### src/rtl/dbg_pkg.sv
// Shared debug-controller types: FSM state and halt cause encodings, default PC width.
// Latency: n/a (types and constants only).
// Backpressure: n/a.
package dbg_pkg;

  localparam int XLEN = 32;

  typedef enum logic [2:0] {
    RUN        = 3'd0,
    DRAIN      = 3'd1,
    HALTED     = 3'd2,
    RESUME     = 3'd3,
    STEP_ISSUE = 3'd4
  } dbg_state_t;

  typedef enum logic [1:0] {
    NONE    = 2'd0,
    HALTREQ = 2'd1,
    STEP    = 2'd2
  } dbg_cause_t;

endpackage

### src/rtl/dbg_drain_cnt.sv
// Loadable down-counter that tracks how many pipeline stages are still draining.
// Latency: load/decrement visible the cycle after the edge; zero flag is registered-state decode.
// Backpressure: hold (load-use stall) freezes the count so stalled cycles do not count as drained.
module dbg_drain_cnt #(
  parameter int DRAIN_CYCLES = 3
) (
  input  logic clk,
  input  logic rst_n,
  input  logic load,
  input  logic en,
  input  logic hold,
  output logic zero
);

  localparam int CW = $clog2(DRAIN_CYCLES + 1);
  // The zero-count cycle is itself the last drain cycle, hence the minus one.
  localparam logic [CW-1:0] LOAD_VAL = CW'(DRAIN_CYCLES - 1);

  logic [CW-1:0] cnt_q;

  // Load wins; otherwise count down only on cycles where the pipeline advances.
  always_ff @(posedge clk or negedge rst_n) begin
    if (!rst_n) begin
      cnt_q <= '0;
    end else if (load) begin
      cnt_q <= LOAD_VAL;
    end else if (en && !hold && (cnt_q != '0)) begin
      cnt_q <= cnt_q - CW'(1);
    end
  end

  assign zero = (cnt_q == '0);

endmodule

### src/rtl/dbg_halt_ctrl.sv
// Debug halt/resume/step controller: freezes fetch, drains the pipe, captures dpc and cause.
// Latency: dbg_stall 1 cycle after halt_req; halted after 1+DRAIN_CYCLES+hazard cycles.
// Backpressure: hz_stall holds the drain count and holds STEP_ISSUE until the step instruction enters.
module dbg_halt_ctrl #(
  parameter int XLEN         = dbg_pkg::XLEN,
  parameter int DRAIN_CYCLES = 3
) (
  input  logic            clk,
  input  logic            rst_n,
  input  logic            halt_req,
  input  logic            resume_req,
  input  logic            step_req,
  input  logic            hz_stall,
  input  logic            br_taken,
  input  logic [XLEN-1:0] br_target,
  input  logic [XLEN-1:0] pc_f,
  output logic            dbg_stall,
  output logic            redirect_valid,
  output logic [XLEN-1:0] redirect_pc,
  output logic            halted,
  output logic            halt_ack,
  output logic            resume_ack,
  output logic [XLEN-1:0] dpc,
  output logic [1:0]      cause
);

  import dbg_pkg::*;

  localparam logic [2:0] S_RUN    = RUN;
  localparam logic [2:0] S_DRAIN  = DRAIN;
  localparam logic [2:0] S_HALTED = HALTED;
  localparam logic [2:0] S_RESUME = RESUME;
  localparam logic [2:0] S_STEP   = STEP_ISSUE;

  logic [2:0]      state_q;
  logic [2:0]      state_nxt;
  logic            step_first_q;
  logic            halt_ack_q;
  logic [XLEN-1:0] dpc_q;
  logic [1:0]      cause_q;
  logic            cnt_load;
  logic            cnt_zero;
  logic            halt_take;
  logic            step_go;

  // A halt is only accepted in RUN; a step leaves STEP_ISSUE once fetch actually advances.
  assign halt_take = (state_q == S_RUN) && halt_req;
  assign step_go   = (state_q == S_STEP) && !hz_stall;
  assign cnt_load  = halt_take || step_go;

  dbg_drain_cnt #(
    .DRAIN_CYCLES(DRAIN_CYCLES)
  ) u_drain_cnt (
    .clk  (clk),
    .rst_n(rst_n),
    .load (cnt_load),
    .en   (state_q == S_DRAIN),
    .hold (hz_stall),
    .zero (cnt_zero)
  );

  // Next-state decode; requests outside their legal state simply fall through.
  always_comb begin
    state_nxt = state_q;
    case (state_q)
      S_RUN:    if (halt_req) state_nxt = S_DRAIN;
      S_DRAIN:  if (cnt_zero && !hz_stall) state_nxt = S_HALTED;
      S_HALTED: begin
        if (resume_req)    state_nxt = S_RESUME;
        else if (step_req) state_nxt = S_STEP;
      end
      S_RESUME: state_nxt = S_RUN;
      S_STEP:   if (!hz_stall) state_nxt = S_DRAIN;
      default:  state_nxt = S_RUN;
    endcase
  end

  // State plus the one-shot flags that mark the first cycle of HALTED and STEP_ISSUE.
  always_ff @(posedge clk or negedge rst_n) begin
    if (!rst_n) begin
      state_q      <= S_RUN;
      halt_ack_q   <= 1'b0;
      step_first_q <= 1'b0;
    end else begin
      state_q      <= state_nxt;
      halt_ack_q   <= (state_q == S_DRAIN) && (state_nxt == S_HALTED);
      step_first_q <= (state_q == S_HALTED) && (state_nxt == S_STEP);
    end
  end

  // Resume PC: fetch PC at halt, overridden by an older branch still draining, advanced past a step.
  always_ff @(posedge clk or negedge rst_n) begin
    if (!rst_n) begin
      dpc_q <= '0;
    end else if (halt_take) begin
      dpc_q <= pc_f;
    end else if ((state_q == S_DRAIN) && br_taken) begin
      dpc_q <= br_target;
    end else if (step_go) begin
      dpc_q <= dpc_q + XLEN'(4);
    end
  end

  // Halt cause as seen by the debugger; cleared when execution resumes.
  always_ff @(posedge clk or negedge rst_n) begin
    if (!rst_n) begin
      cause_q <= NONE;
    end else if (halt_take) begin
      cause_q <= HALTREQ;
    end else if (step_go) begin
      cause_q <= STEP;
    end else if (state_q == S_RESUME) begin
      cause_q <= NONE;
    end
  end

  assign dbg_stall      = (state_q == S_DRAIN) || (state_q == S_HALTED);
  assign halted         = (state_q == S_HALTED);
  assign halt_ack       = halt_ack_q;
  assign resume_ack     = (state_q == S_RESUME);
  // Only the first STEP_ISSUE cycle redirects; repeats under hazard must not refetch.
  assign redirect_valid = (state_q == S_RESUME) || ((state_q == S_STEP) && step_first_q);
  assign redirect_pc    = dpc_q;
  assign dpc            = dpc_q;
  assign cause          = cause_q;

endmodule

### config.mk
export PLATFORM = sky130hd
export DESIGN_NAME = dbg_halt_ctrl
export DESIGN_NICKNAME = d
export VERILOG_FILES = /design/src/rtl/dbg_pkg.sv /design/src/rtl/dbg_drain_cnt.sv /design/src/rtl/dbg_halt_ctrl.sv
export SDC_FILE = /design/constraint.sdc
export NUM_CORES = 1
export LEC_CHECK = 0
export CAP_MARGIN = 20
export CORE_MARGIN = 2
export CORE_UTILIZATION = 25
export CTS_CLUSTER_SIZE = 24
export DETAILED_ROUTE_END_ITERATION = 8
export DONT_BUFFER_PORTS = 1
export HOLD_SLACK_MARGIN = 0.06
export PLACE_DENSITY = 0.38
export SLEW_MARGIN = 20
export SYNTH_ARGS = -nofsm -noshare
export SYNTH_HDL_FRONTEND = slang
export SYNTH_SLANG_ARGS = --single-unit
### constraint.sdc
create_clock -name clk -period 2 [get_ports clk]
set_input_delay 0.4 -clock clk [delete_from_list [all_inputs] [get_ports clk]]
set_output_delay 0.4 -clock clk [all_outputs]
set_load 0.02 [all_outputs]
==> flow_metrics.tcl, run 1 <==
set metrics [dict create \
    dr.pass1.iters 6 \
    drive_gt1_share_pct 21.31 \
    syn_area_um2 2909 \
    io_buffers 0 \
    crit_slowest_cell "or4b_4" \
    cellLeakagePower_nw 1.445 \
    place_ws_ns -0.02862 \
    fp.dieW_um 111.9 \
    ant_nets 0 \
    power.total_mw 6.117 \
    cp-start-kind "register" \
    n_fill_cell 1224 \
    num_rows 39 \
    path_clk_slew_ns 0.07 \
    clkSinkCount 41 \
    num_vias 2645 \
    nNetsFinal 438 \
    synthCells 351 \
    clk_latency_ns 0.30 \
    cts_buffers 5 \
    finalHoldViolations 0 \
    antenna_found_initial 0 \
    drc 0 \
    powerDensity_nw_per_um2 1786 \
    path_class "register to register" \
    synth_sequential_area_ratio_pct 35.27 \
    synthesis.nets 424 \
    fin_crit_sh_pct 94.26 \
    worst_pin_slew_ns 0.7396 \
    core_um2 11370 \
    hold_depth 2 \
    drv_slew 0 \
    worstPathArrival_ns 2.06 \
    ys_ff_latch 41 \
    avgSynthCellArea_um2 8.288 \
    wl_um 9942 \
    status "finished clean" \
    worst_setup_path_end_kind "register" \
    skew_ns 0.01006 \
    cp_cell_sequence "or4b_4, o21a_1, a22o_1, a222oi_1, nand3_1" \
    grt-ovfl-total 0 \
    io_pins 142 \
    wl_per_cell_um 19.53 \
    grt_pass1_vias 2726 \
    synth_edf_count 0 \
    cts_buffer_depth 2 \
    yosysWarnings 0 \
    die_y_um 111.9 \
    tritoncts "yes" \
    period_minus_slack_ns 1.885 \
    rsz0062_at_grt "true" \
    dp.cells 498 \
    die-area_um2 12510 \
    root_buffer "clkbuf_16" \
    yosysUniqueCellTypes 50 \
    timing.fmax_mhz 530.4 \
    maxSlewHeadroom_pct 50.31 \
    ir_drop_uv 569.5 \
    setup_viol 0 \
    synthFlopType "dfrtp_1" \
    grt.total_usage_pct 16.04 \
    first_iter_violations 99 \
    grt_max_degree 42 \
    h-tree-depth 2 \
    crit_path_max_fanout 6 \
    diodes 0 \
    tns_ns 0 \
    max-cap-violations 0 \
    r2r_cells 5 \
    place.gp.congestion 0.8031 \
    grt_pass1_wl_um 15520 \
    slowest_delay_ns 0.58 \
    hp-class "primary input to register" \
    critPathRequiredTime_ns 2.17 \
    fin_ws_ns 0.1147 \
    syn_to_final_growth_pct 17.76 \
    ys_async_sr_fraction_pct 100.0 \
    initial_core_util_pct 25.59 \
    via_per_inst 5.196 \
    dp_hpwl_um 7345 \
    fin_cells 509 \
]
[cell families (layout without fill, tap and decap cells)]
group | Yosys count | after routing | synth area share, %
simple gates | 136 | 136 | 23.66
compound gates | 90 | 90 | 20.99
buf+inv | 60 | 75 | 12.43
flops | 41 | 41 | 35.27
xor+xnor | 19 | 19 | 5.720
mux | 3 | 3 | 1.075
fa+ha+maj | 2 | 2 | 0.8601
[report_power, final]
group          leakage, nW  internal [mW]  switching (mW)
clock network       0.0799          0.529           0.351
registers            0.486           1.20           0.301
logic                0.879           1.29            2.44
[metal layers]
layer	up-vias	routed length [µm]	GRT usage, %
met4	0	125	4.856
met1	1289	4497	20.40
met3	7	607	4.464
met2	80	4712	26.55
met5	-	0	0
li1	1269	-	-
[path summary, 6_finish.rpt]
path / slack, ns / from / endpoint
hold / removal: 0.23 / br_target[23] / dpc[23]$_DFFE_PN0P_
min in group asynchronous: 0.62 / rst_n / dpc[20]$_DFFE_PN0P_
hold reg to reg: 0.54 / u_drain_cnt.cnt_q[1]$_DFFE_PN0P_ / u_drain_cnt.cnt_q[1]$_DFFE_PN0P_
setup / recovery: 0.11 / state_q[1]$_DFF_PN0_ / dpc[29]$_DFFE_PN0P_
setup reg to reg: 0.11 / state_q[1]$_DFF_PN0_ / dpc[29]$_DFFE_PN0P_
max in group asynchronous: 1.16 / rst_n / state_q[1]$_DFF_PN0_
[registers in the layout (all words and copies together), names as in the netlist]
name and count:
u_drain_cnt.cnt_q 2, state_q 3, cause 2, halt_ack 1, step_first_q 1, dpc 32
[metrics by stage]
stage	hold slack, ns	instance area [µm²]	util [%]
after floorplan	0.1044	2909	-
after global placement	0.1066	3196	28.11
after detailed placement	0.1065	3196	28.11
after CTS	0.2260	3400	29.90
after global routing	0.2297	3426	30.13
final	0.2290	3426	30.13
[layout make-up]
cell class | instances | area (µm²) | share of cell area (%)
Clock buffer | 7 | 152.6 | 4.456
Tap cell | 143 | 178.9 | 5.223
Sequential cell | 41 | 1028 | 30.02
Multi-Input combinational cell | 250 | 1545 | 45.11
Clock inverter | 1 | 5.005 | 0.1461
Inverter | 7 | 26.28 | 0.7670
Timing Repair Buffer | 60 | 489.2 | 14.28
[repair_timing]
item	CTS	global route
hold endpoints to repair	41	0
pin swaps	0	5
buffers inserted	0	2
gates resized for setup	2	7
setup endpoints to repair	3	8
hold buffers	2	0
[synth_stat cells, drive strengths merged (2+ instances only)]
master | number | area share [%]
and4 | 2 | 0.60
or3 | 3 | 0.65
ha | 2 | 0.86
and3 | 5 | 1.1
o211ai | 8 | 2.1
xor2 | 12 | 3.6
nand4 | 9 | 1.9
a22oi | 19 | 4.9
o311ai | 2 | 0.60
dfrtp | 41 | 35
nor2 | 21 | 2.7
clkbuf | 12 | 1.5
nand2b | 2 | 0.43
or4 | 5 | 1.3
a41oi | 2 | 0.60
a211oi | 2 | 0.52
and2 | 2 | 0.43
a31oi | 7 | 1.5
a21o | 3 | 0.77
a22o | 2 | 0.60
xnor2 | 7 | 2.1
nor3 | 4 | 1.2
nor2b | 5 | 1.1
mux2i | 2 | 0.69
nand4bb | 2 | 0.77
o21a | 3 | 0.77
o2111ai | 5 | 1.5
nand2 | 48 | 6.2
nand3 | 24 | 4.1
buf | 41 | 10
a21oi | 7 | 1.2
inv | 7 | 0.90
o21ai | 25 | 4.3
[critical path: cells and delay by family (launching register included)]
family | cells | cell delay [ns]
flip-flops | 1 | 0.44
AND/OR/NAND/NOR | 2 | 0.68
AO/OA/AOI/OAI | 3 | 0.64
[placed cells by master (no fill, tap or decap), types with 5 or more instances in the layout]
master,instances
xnor2_1,7
o2111ai_1,5
nand2_1,48
o211ai_1,8
clkbuf_16,5
buf_4,56
nor2_1,19
dfrtp_1,39
a22oi_1,19
inv_1,7
or4_1,5
nand3_1,24
xor2_1,12
a21oi_1,7
nor2b_1,5
and3_1,5
nand4_1,9
a31oi_1,7
o21ai_0,23
Power figures use the tool's default switching activity.
==> run 2: changes to the inputs <==
CELL_PAD_IN_SITES_DETAIL_PLACEMENT = 1   (was not set)
CELL_PAD_IN_SITES_GLOBAL_PLACEMENT = 2   (was not set)
PLACE_DENSITY = 0.61   (was 0.38)
==> run 2 against run 1 <==
Compared with the run above: flip-flop and latch count unchanged; maximum frequency decreased by 0.77%; sequential power about the same; non-clock buffer count shrank 10; final cell count fell by 2.0%; core utilization shrank 0.14 points; critical path depth unchanged; combinational power hardly changed; final area shrank 0.47%; clock-buffer cell count down 2; wire length increased by 2.2%; largest power group unchanged.
==> flow_metrics.tcl, run 2 (synthesized netlist as in run 1, its figures left out) <==
set metrics [dict create \
    initial_core_util_pct 25.59 \
    place.gp.congestion 0.7827 \
    p_sw_mw 3.105 \
    io_buffers 0 \
    grt.total_usage_pct 16.71 \
    io_pins 142 \
    cellLeakagePower_nw 1.417 \
    reg2reg_to "dpc[29]$_DFFE_PN0P_" \
    dpl_cell_area_um2 3153 \
    grt-ovfl-total 0 \
    num_rows 39 \
    rsz0062_at_grt "true" \
    clkSinkCount 41 \
    whs_ns 0.2403 \
    die-area_um2 12510 \
    hp-class "primary input to register" \
    antenna_found_initial 0 \
    p_comb_share_pct 58.9 \
    finalHoldViolations 0 \
    fp.dieW_um 111.9 \
    fin_crit_sh_pct 95.00 \
    cts_buffers 5 \
    via_per_inst 5.297 \
    diodes 0 \
    final_common_cell "nand2_1" \
    period_minus_slack_ns 1.900 \
    wl_per_cell_um 20.36 \
    clk_latency_ns 0.29 \
    path_clk_slew_ns 0.07 \
    ir_drop_uv 594.8 \
    timing.fmax_mhz 526.3 \
    worstHoldStart "br_target[16]" \
    swShare_pct 49.34 \
    crit_slowest_cell "or4b_4" \
    cp-start-kind "register" \
    setup_viol 0 \
    root_buffer "clkbuf_16" \
    r2r_cells 5 \
    num_vias 2643 \
    ant_nets 0 \
    grt_pass1_vias 2912 \
    skew_ns 0.007224 \
    dr.pass1.iters 4 \
    powerDensity_nw_per_um2 1846 \
    nNetsFinal 428 \
    cts_buffer_depth 2 \
    path_class "register to register" \
    rr_startpoint "state_q[1]$_DFF_PN0_" \
    status "finished clean" \
    first_iter_violations 102 \
    r2r_slack_ns 0.10 \
    grt_pass1_wl_um 16500 \
    worst_setup_path_end_kind "register" \
    final_core_util_pct 29.99 \
    h-tree-depth 2 \
    drv_slew 0 \
    min_to "dpc[16]$_DFFE_PN0P_" \
    drc 0 \
    worstPathArrival_ns 2.05 \
    largest_register_ffs 32 \
    p_int_mw 3.188 \
    n_fill_cell 1337 \
    critPathRequiredTime_ns 2.15 \
    maxSlewHeadroom_pct 56.98 \
    final_cell_mix "47 x nand2_1, 44 x buf_4, 39 x dfrtp_1, 24 x nand3_1, 21 x o21ai_0" \
    tritoncts "yes" \
    syn_to_final_growth_pct 17.20 \
    max-cap-violations 0 \
    die_y_um 111.9 \
    drive_gt1_share_pct 19.66 \
    wl_um 10160 \
    dp_hpwl_um 7754 \
    crit_path_max_fanout 6 \
    slowest_delay_ns 0.56 \
    worst_pin_slew_ns 0.6404 \
    clockPowerShare_pct 17.0 \
    power_frac_seq_pct 24.1 \
    tns_ns 0 \
    grt_max_degree 42 \
    core_um2 11370 \
    design_area_um2 3410 \
    hold_depth 2 \
    cp_cell_sequence "or4b_4, o21a_1, a22o_1, a222oi_1, nand3_1" \
]
-- run 2: changes by cell type in the layout (fill, tap and decap cells not counted), moves of 2 or more --
cell | previous run | this run
buf_4 | 56 | 44
bufinv_16 | 0 | 2
buf_12 | 1 | 3
o21ai_0 | 23 | 21
clkbuf_8 | 2 | 0
o21ai_1 | 2 | 4
-- run 2: what timing repair did --
action | 4_1_cts | 5_1_grt
setup endpoints to repair | 1 | 12
pin swaps | 0 | 0
endpoints found under the hold margin | 41 | 0
buffers inserted | 0 | 0
gates resized for setup | 1 | 13
hold buffers | 2 | 0
-- run 2: worst max-delay path by stage --
| stage | startpoint | end | slack [ns] | depth (start not counted) |
|---|---|---|---|---|
| 2_1_floorplan | dpc[2]$_DFFE_PN0P_ | dpc[28]$_DFFE_PN0P_ | 0.04 | 7 |
| 3_3_place_gp | state_q[2]$_DFF_PN0_ | dpc[20]$_DFFE_PN0P_ | 0.11 | 4 |
| 3_5_place_dp | state_q[0]$_DFF_PN0_ | dpc[25]$_DFFE_PN0P_ | 0.02 | 6 |
| 4_1_cts | state_q[2]$_DFF_PN0_ | dpc[29]$_DFFE_PN0P_ | 0.0009 | 5 |
| 5_1_grt | state_q[0]$_DFF_PN0_ | dpc[29]$_DFFE_PN0P_ | -0.002 | 5 |
| 6_report | state_q[1]$_DFF_PN0_ | dpc[29]$_DFFE_PN0P_ | 0.10 | 5 |
-- run 2: power by group through the flow --
stage / Combinational [mW] / Sequential [mW] / Clock [mW]
final: 3.71 / 1.51 / 1.07
after global routing: 4.11 / 1.57 / 1.12
after CTS: 3.75 / 1.51 / 1.10
after detailed placement: 3.71 / 1.53 / 0
after global placement: 3.67 / 1.51 / 0
after floorplan: 2.36 / 2.04 / 0
-- run 2: area by class of cell --
cell class                      count  area, µm²  area share (%)
Inverter                            7      26.28          0.7706
Tap cell                          143      178.9           5.248
Timing Repair Buffer               50      439.2           12.88
Clock inverter                      3      65.06           1.908
Clock buffer                        5      125.1           3.670
Sequential cell                    41       1028           30.17
Multi-Input combinational cell    250       1546           45.36
-- run 2: worst max-delay path, delay by kind of cell (launching register included) --
family,cells,cell delay [ns]
and+or+nand+nor,2,0.68
AOI/OAI and AO/OA,3,0.64
DFF,1,0.45
-- run 2: layer usage --
metal / GRT usage [%] / wire length [µm] / vias to the layer above
met1: 21.26 / 4468 / 1316
met3: 5.498 / 703 / 7
li1: - / - / 1245
met5: 0 / 0 / -
met2: 27.76 / 4881 / 75
met4: 3.539 / 105 / 0
-- run 2: metrics by stage --
| stage | setup slack (ns) | instances | total power, mW |
|---|---|---|---|
| 3_3_place_gp | 0.1056 | 489 | 5.180 |
| 4_1_cts | 0.0009219 | 499 | 6.364 |
| 2_1_floorplan | 0.04215 | 351 | 4.397 |
| 3_5_place_dp | 0.01684 | 489 | 5.239 |
| 6_report | 0.1000 | 499 | 6.293 |
| 5_1_grt | -0.002235 | 499 | 6.801 |
==> run 3: changes to the inputs <==
PLACE_DENSITY = 0.59   (was 0.61)
clock period = 2.3 ns   (was 2 ns; I/O delays follow)
==> run 3 against run 2 <==
Compared with the run above: clock-buffer cell count rose by 2; maximum frequency fell by 7.6%; wire length rose by 1.4%; die area did not move; first-iteration DRC count fell by 27%; final cell count fell by 0.40%; sequential share of layout area rose by 0.99 points; core utilization fell by 1.0 points; combinational power fell by 16%; clock power fell by 33%.
==> flow_metrics.tcl, run 3 (synthesized netlist as in run 1, its figures left out) <==
set metrics [dict create \
    cts_buffers 5 \
    rr_startpoint "state_q[2]$_DFF_PN0_" \
    drv_slew 0 \
    crit_slowest_cell "nor2_4" \
    hp-class "primary input to register" \
    grt-ovfl-total 0 \
    root_buffer "clkbuf_16" \
    design_area_um2 3293 \
    hold_depth 2 \
    first_iter_violations 74 \
    core_um2 11370 \
    antenna_found_initial 0 \
    wl_um 10300 \
    post_cts_buffers 0 \
    drc 0 \
    io_pins 142 \
    worst_pin_slew_ns 0.7400 \
    fin_ws_ns 0.2437 \
    io_buffers 0 \
    place_ws_ns -0.1127 \
    syn_to_final_growth_pct 13.20 \
    crit_path_max_fanout 25 \
    path_clk_slew_ns 0.06 \
    fin_cells 497 \
    grt_pass1_vias 2929 \
    period_minus_slack_ns 2.056 \
    grt_pass1_wl_um 16590 \
    seq_area_um2 1026 \
    skew_ns 0.004632 \
    setup_viol 0 \
    slowest_delay_ns 0.55 \
    clk_latency_ns 0.28 \
    final_common_cell "nand2_1" \
    final_core_util_pct 28.96 \
    tritoncts "yes" \
    die_y_um 111.9 \
    status "finished clean" \
    cts_buffer_depth 2 \
    cp-start-kind "register" \
    r2r_slack_ns 0.24 \
    timing.fmax_mhz 486.3 \
    die-area_um2 12510 \
    largest_register_ffs 32 \
    path_class "register to register" \
    num_rows 39 \
    r2r_cells 6 \
    min_to "dpc[17]$_DFFE_PN0P_" \
    power.total_mw 5.176 \
    reg2reg_to "dpc[3]$_DFFE_PN0P_" \
    place.gp.congestion 0.8382 \
    diodes 0 \
    max-cap-violations 0 \
    worst_setup_path_end_kind "register" \
    fp.dieW_um 111.9 \
    dp_hpwl_um 7780 \
    multiInputGateArea_um2 1529 \
    nNetsFinal 427 \
    clkSinkCount 41 \
    critPathRequiredTime_ns 2.48 \
    dpl_cell_area_um2 3108 \
    maxSlewHeadroom_pct 50.14 \
    worstPathArrival_ns 2.23 \
    n_fill_cell 1351 \
    ant_nets 0 \
    via_per_inst 5.402 \
    fin_crit_sh_pct 89.40 \
    final_cell_mix "48 x nand2_1, 47 x buf_4, 41 x dfrtp_1, 24 x o21ai_0, 24 x nand3_1" \
    dr.pass1.iters 4 \
    worstHoldStart "br_target[17]" \
    cp_num_buf_inv 1 \
    wl_per_cell_um 20.72 \
    cp_cell_sequence "nor2b_1, o21a_1, nor2_4, buf_4, a311oi_1, a21o_1" \
    cellLeakagePower_nw 1.378 \
    whs_ns 0.3017 \
    grt_max_degree 42 \
    dp.cells 488 \
    crit_family "simple AND/OR/NAND/NOR gates" \
    powerDensity_nw_per_um2 1572 \
    grt.total_usage_pct 16.86 \
    ir_drop_uv 469.7 \
    tns_ns 0 \
    num_vias 2685 \
    finalHoldViolations 0 \
    drive_gt1_share_pct 16.67 \
    h-tree-depth 2 \
    rsz0062_at_grt "false" \
    initial_core_util_pct 25.59 \
]
[run 3: cell types whose count changed in the layout (fill, tap and decap cells not counted), sizes merged]
cell and change:
clkinv -1, clkbuf +2, bufinv -2, buf -1
[run 3: cell type report]
cell class	count	share of cell area, %
Tap cell	143	5.433
Timing Repair Buffer	49	11.85
Inverter	7	0.7979
Multi-Input combinational cell	250	46.43
Clock buffer	7	4.331
Sequential cell	41	31.15
[run 3: power breakdown]
group	leakage, nW	internal (mW)	total (mW)	switching [mW]
Combinational	0.819	1.03	3.10	2.06
Clock	0.0700	0.427	0.718	0.291
Sequential	0.489	1.04	1.36	0.318
Total	1.38	2.50	5.18	2.67
[run 3: how the worst max path moves through the flow]
stage,start,end,slack [ns],cells past startpoint
4_1_cts,state_q[2]$_DFF_PN0_,dpc[20]$_DFFE_PN0P_,0.25,5
3_5_place_dp,halt_req,dpc[3]$_DFFE_PN0P_,-0.11,6
3_3_place_gp,halt_req,dpc[3]$_DFFE_PN0P_,-0.05,6
5_1_grt,state_q[2]$_DFF_PN0_,dpc[25]$_DFFE_PN0P_,0.04,7
6_report,state_q[2]$_DFF_PN0_,dpc[3]$_DFFE_PN0P_,0.24,6
2_1_floorplan,dpc[2]$_DFFE_PN0P_,dpc[28]$_DFFE_PN0P_,0.34,7
[run 3: what timing repair did]
action                     in CTS  in global routing
hold endpoints to repair       41                  0
setup endpoints to repair       5                  0
hold buffers                    2                  0
gates resized for setup         1                  0
[run 3: routing by layer]
metal / track usage, % / part of all wire, % / vias up
li1: - / - / 1247
met1: 21.49 / 44 / 1351
met2: 28.00 / 48 / 76
met3: 5.335 / 6.7 / 11
met4: 3.868 / 1.2 / 0
met5: 0 / 0 / -
